<file path="src/rtl/lfsr_descrambler.sv">
// rtl/lfsr_descrambler.sv - additive LFSR descrambler with sync/training lock FSM
// Regenerates the scrambler keystream, strips it from incoming words and forwards payload once locked.
module lfsr_descrambler #(
   parameter int unsigned p_BITS_PER_CLOCK = 8,
   parameter logic [15:0] p_RESET_SEED     = 16'hFFFF,
   parameter logic [15:0] p_POLYNOMIAL     = 16'b1000_0000_0001_1100,
   parameter int unsigned p_TRAIN_WORDS    = 2
) (
   input  logic                        i_CLK,
   input  logic                        i_RESET_N,
   input  logic                        i_VALID,
   input  logic                        i_SYNC,
   input  logic [p_BITS_PER_CLOCK-1:0] i_DATA_IN,
   output logic                        o_VALID,
   output logic [p_BITS_PER_CLOCK-1:0] o_DATA_OUT,
   output logic                        o_LOCKED,
   output logic [7:0]                  o_ERR_CNT
);

   typedef enum logic [1:0] {ST_HUNT, ST_CHECK, ST_LOCKED} state_t;

   state_t                      state_q, state_d;
   logic [15:0]                 lfsr_q, lfsr_d;
   logic [7:0]                  train_cnt_q, train_cnt_d;
   logic [7:0]                  err_cnt_q, err_cnt_d;
   logic [p_BITS_PER_CLOCK-1:0] data_q, data_d;
   logic                        valid_q, valid_d;
   logic                        locked_q, locked_d;

   logic [15:0]                 walk;
   logic [15:0]                 lfsr_adv;
   logic [p_BITS_PER_CLOCK-1:0] ks_word;
   logic [p_BITS_PER_CLOCK-1:0] decoded;
   logic                        word_zero;
   logic [7:0]                  err_inc;
   logic [7:0]                  train_inc;

   // A sync word restarts the keystream from the seed in the same cycle it is decoded.
   always_comb begin
      walk    = (i_VALID && i_SYNC) ? p_RESET_SEED : lfsr_q;
      ks_word = '0;
      for (int j = 0; j < int'(p_BITS_PER_CLOCK); j++) begin
         ks_word[j] = walk[15];
         walk       = {walk[14:0], ^(walk & p_POLYNOMIAL)};
      end
      lfsr_adv = walk;
   end

   assign decoded   = i_DATA_IN ^ ks_word;
   assign word_zero = (decoded == '0);
   assign err_inc   = (err_cnt_q == 8'hFF) ? err_cnt_q : err_cnt_q + 8'd1;
   assign train_inc = train_cnt_q + 8'd1;

   always_comb begin
      state_d     = state_q;
      lfsr_d      = lfsr_q;
      train_cnt_d = train_cnt_q;
      err_cnt_d   = err_cnt_q;
      data_d      = data_q;
      valid_d     = 1'b0;
      if (i_VALID) begin
         lfsr_d = lfsr_adv;
         if (i_SYNC) begin
            // The sync word is itself the first training word.
            train_cnt_d = 8'd1;
            if (!word_zero) begin
               state_d   = ST_HUNT;
               err_cnt_d = err_inc;
            end else if (p_TRAIN_WORDS == 1) begin
               state_d = ST_LOCKED;
            end else begin
               state_d = ST_CHECK;
            end
         end else begin
            case (state_q)
               ST_CHECK: begin
                  if (!word_zero) begin
                     state_d     = ST_HUNT;
                     err_cnt_d   = err_inc;
                     train_cnt_d = 8'd0;
                  end else begin
                     train_cnt_d = train_inc;
                     if (train_inc == 8'(p_TRAIN_WORDS)) begin
                        state_d = ST_LOCKED;
                     end
                  end
               end
               ST_LOCKED: begin
                  valid_d = 1'b1;
                  data_d  = decoded;
               end
               default: begin
               end
            endcase
         end
      end
      locked_d = (state_d == ST_LOCKED);
   end

   always_ff @(posedge i_CLK or negedge i_RESET_N) begin
      if (!i_RESET_N) begin
         state_q     <= ST_HUNT;
         lfsr_q      <= p_RESET_SEED;
         train_cnt_q <= 8'd0;
         err_cnt_q   <= 8'd0;
         data_q      <= '0;
         valid_q     <= 1'b0;
         locked_q    <= 1'b0;
      end else begin
         state_q     <= state_d;
         lfsr_q      <= lfsr_d;
         train_cnt_q <= train_cnt_d;
         err_cnt_q   <= err_cnt_d;
         data_q      <= data_d;
         valid_q     <= valid_d;
         locked_q    <= locked_d;
      end
   end

   assign o_VALID    = valid_q;
   assign o_DATA_OUT = data_q;
   assign o_LOCKED   = locked_q;
   assign o_ERR_CNT  = err_cnt_q;

endmodule
</file>
<file path="config.mk">
export PLATFORM = sky130hd
export DESIGN_NAME = lfsr_descrambler
export DESIGN_NICKNAME = d
export VERILOG_FILES = /design/src/rtl/lfsr_descrambler.sv
export SDC_FILE = /design/constraint.sdc
export NUM_CORES = 1
export LEC_CHECK = 0
export BUFFER_PORTS_ARGS = -buffer_cell sky130_fd_sc_hd__buf_4
export CORE_MARGIN = 3
export CORE_UTILIZATION = 55
export DETAILED_ROUTE_END_ITERATION = 16
export GPL_ROUTABILITY_DRIVEN = 0
export PLACE_DENSITY = 0.72
export SLEW_MARGIN = 20
export SYNTH_ARGS = -nofsm -noshare
export SYNTH_HDL_FRONTEND = slang
export SYNTH_SLANG_ARGS = --single-unit
</file>
<file path="constraint.sdc">
create_clock -name i_CLK -period 5.3 [get_ports i_CLK]
set_input_delay 0.795 -clock i_CLK [delete_from_list [all_inputs] [get_ports i_CLK]]
set_output_delay 0.795 -clock i_CLK [all_outputs]
set_load 0.02 [all_outputs]
</file>
==> results.json <==
{
  "grt_overflow": 0,
  "max_slew_margin_pct": 52.5,
  "synthXorXnorAreaFrac_pct": 14.1,
  "grt_usage_pct": 20.0,
  "wire_per_inst_microns": 14.7,
  "cp_data_required_time_ns": 5.48,
  "finalNonFillerCells": 364,
  "synth-seq-area-share_pct": 41.7,
  "seqPwrFrac_pct": 41.3,
  "ys_ff_latch": 44,
  "power.switching_mw": 0.474,
  "drt_pass1_iterations": 5,
  "fmaxAchievable_ghz": 0.399,
  "die_w_microns": 75.9,
  "clock-sinks": 44,
  "synthTopCellsByArea": "dfrtp_1 26%, dfstp_2 16%, xnor2_1 7.2%",
  "period_needed_ns": 2.51,
  "dieArea_sq_mm": 0.00576,
  "yosys.area.top_type": "dfrtp_1",
  "status": "completed",
  "cts_setup_buffers": 0,
  "drv_cap": 0,
  "synthDistinctLibCells": 52,
  "cts_tree": "built",
  "placed_cells": 356,
  "synth_ff_type": "dfrtp_1",
  "fin_util_pct": 66.0,
  "syn_area_sq_mm": 0.00269,
  "ctsHoldBuffers": 0,
  "swShare_pct": 36.2,
  "layout_common_cells": "29 x buf_4, 28 x dfrtp_1, 23 x nand2_1",
  "cp-start-kind": "input pin",
  "clk_latency_ns": 0.29,
  "drv_slew": 0,
  "hpwl_mm": 3.76,
  "drc": 0,
  "clkTransAtPathRegs_ns": 0.08,
  "numPortBuffers": 29,
  "syn_avg_cell_area_sq_um": 9.63,
  "rsz0062_at_grt": "false",
  "clockBufferDepth": 2,
  "synth_mux_area_share_pct": 1.21,
  "vdd_drop_max_mv": 0.329,
  "setup-tns-final_ns": 0,
  "synth_fa_ha_area_share_pct": 1.40,
  "io_pins": 30,
  "synthCells": 279,
  "worstSetupPathType": "input pin to flip-flop",
  "finalSetupViolations": 0,
  "htree_num_levels": 2,
  "min_path_type": "input pin to async pin",
  "p_comb_share_pct": 41.6,
  "synth_fp_nets": 294,
  "coreArea_sq_mm": 0.00453,
  "finalCritPeriodShare_pct": 47.3,
  "crit_fanout": 37,
  "async_flop_share_pct": 100,
  "skew_ns": 0.00705,
  "synth_top_area_share_pct": 26.1,
  "tightest_slew_ns": 0.713,
  "antenna_cells": 0,
  "synth_edf_count": 0,
  "drive_gt1_share_pct": 22.4,
  "yosys_warnings": 0,
  "initial_utilization_pct": 59.2,
  "num_vias": 2079,
  "grt_pass1_wl_mm": 8.76,
  "cts_buffers": 5,
  "yosys.area_share.simple_pct": 15.5,
  "fp.dieH_microns": 75.9,
  "grt_max_degree": 45,
  "critPathArrivalTime_ns": 2.68,
  "clkPwrFrac_pct": 17.1,
  "total_power_mw": 1.31,
  "cts_root_buf": "clkbuf_8",
  "num_rows": 24,
  "p_per_area_mw_per_mm2": 437,
  "layout.nets": 313,
  "synth_compound_area_share_pct": 20.9,
  "syn_to_final_growth_pct": 11.5,
  "endpoint_kind": "flip-flop",
  "leakage_nw": 1.31,
  "drtIter0Drc": 126,
  "synth_top_family_by_area": "compound AO/OA/AOI/OAI gates",
  "final_antenna_net_count": 0,
  "ctsResizeCount": 0,
  "grt_pass1_vias": 1855,
  "routed_wirelength_mm": 5.36,
  "antenna_found_initial": 0,
  "power.internal_mw": 0.835,
  "via_per_inst": 5.71,
  "layout_commonest_cell": "buf_4",
  "report.final.hold_viol_count": 0
}
-- sequential cells by signal, summed over array words and instances (netlist names) --
signal / flops
lfsr_q: 16
o_DATA_OUT: 8
o_ERR_CNT: 8
o_LOCKED: 1
o_VALID: 1
state_q: 2
train_cnt_q: 8
-- logic make-up after synthesis --
| logic type | count (synthesis) |
|---|---|
| compound gates | 73 |
| flops | 44 |
| mux | 3 |
| fa+ha+maj | 3 |
| buf+inv | 30 |
| xor+xnor | 40 |
| simple gates | 86 |
-- power by group through the flow --
| stage | Clock [mW] | Combinational, mW | Sequential, mW |
|---|---|---|---|
| finish | 0.224 | 0.545 | 0.540 |
| global route | 0.247 | 0.603 | 0.553 |
| CTS | 0.231 | 0.551 | 0.540 |
| detailed placement | 0 | 0.544 | 0.544 |
| global placement | 0 | 0.538 | 0.541 |
| floorplan | 0 | 0.403 | 0.547 |
-- cell type report --
type                       instances  area [sq um]
sequential                        44          1120
tap                               65          81.3
multi-input combinational        205          1430
clock buffer                       8           100
timing repair buffer              29           218
fill                             370          1540
inverter                          13          48.8
-- path summary, 6_finish.rpt --
check,from,end,slack [ns],cells past startpoint
hold / removal,i_RESET_N,o_VALID,0.47,1
setup / recovery,i_VALID,o_ERR_CNT[1],2.79,6
hold reg to reg,lfsr_q[7],lfsr_q[15],0.47,2
max in group asynchronous,i_RESET_N,lfsr_q[14],4.43,1
setup reg to reg,lfsr_q[10],o_ERR_CNT[1],3.14,5
min in group i_CLK,lfsr_q[7],lfsr_q[15],0.47,2
-- layer usage --
metal | routed length [microns] | vias up | global-route usage, % | part of all wire, %
li1 | - | 1021 | - | -
met3 | 237 | 8 | 4.35 | 4.4
met1 | 2570 | 1000 | 27.7 | 48
met4 | 63 | 0 | 5.63 | 1.2
met2 | 2490 | 50 | 31.7 | 46
met5 | 0 | - | 0 | 0
-- worst max-delay path: stages --
cell	delay, ns
buf_4	0.30
and2_4	0.32
o41ai_2	0.10
o22ai_2	0.57
o21ai_1	0.23
mux2_1	0.35
-- Yosys cell counts (2+ instances only) --
cell type,instances
dfrtp_1,28
a31o_2,4
nor2_1,22
xnor3_1,2
a22o_1,4
buf_6,3
o22a_1,3
and2_1,3
o22ai_1,3
nor2b_1,3
o41ai_2,4
nand3_1,9
clkbuf_1,9
nor3_1,6
a2111oi_0,2
xor2_1,16
nand4_1,6
o21ai_1,7
buf_2,4
a21oi_1,11
o22ai_2,2
ha_1,3
nand2b_1,4
nand2_1,23
inv_1,13
a21o_1,3
o21ai_0,13
or3_1,2
a31oi_1,3
xnor2_1,22
o31ai_1,2
dfstp_2,16
a211o_1,5
-- per-stage QoR --
stage / hold WS, ns / cell area, sq um / setup WS [ns]
3_5_place_dp: 0.464 / 2890 / 2.50
2_1_floorplan: 0.446 / 2690 / 3.03
3_3_place_gp: 0.460 / 2890 / 2.52
5_1_grt: 0.492 / 2990 / 2.67
6_report: 0.473 / 2990 / 2.79
4_1_cts: 0.477 / 2990 / 2.81
No activity file was read; power rests on OpenSTA's default activity.
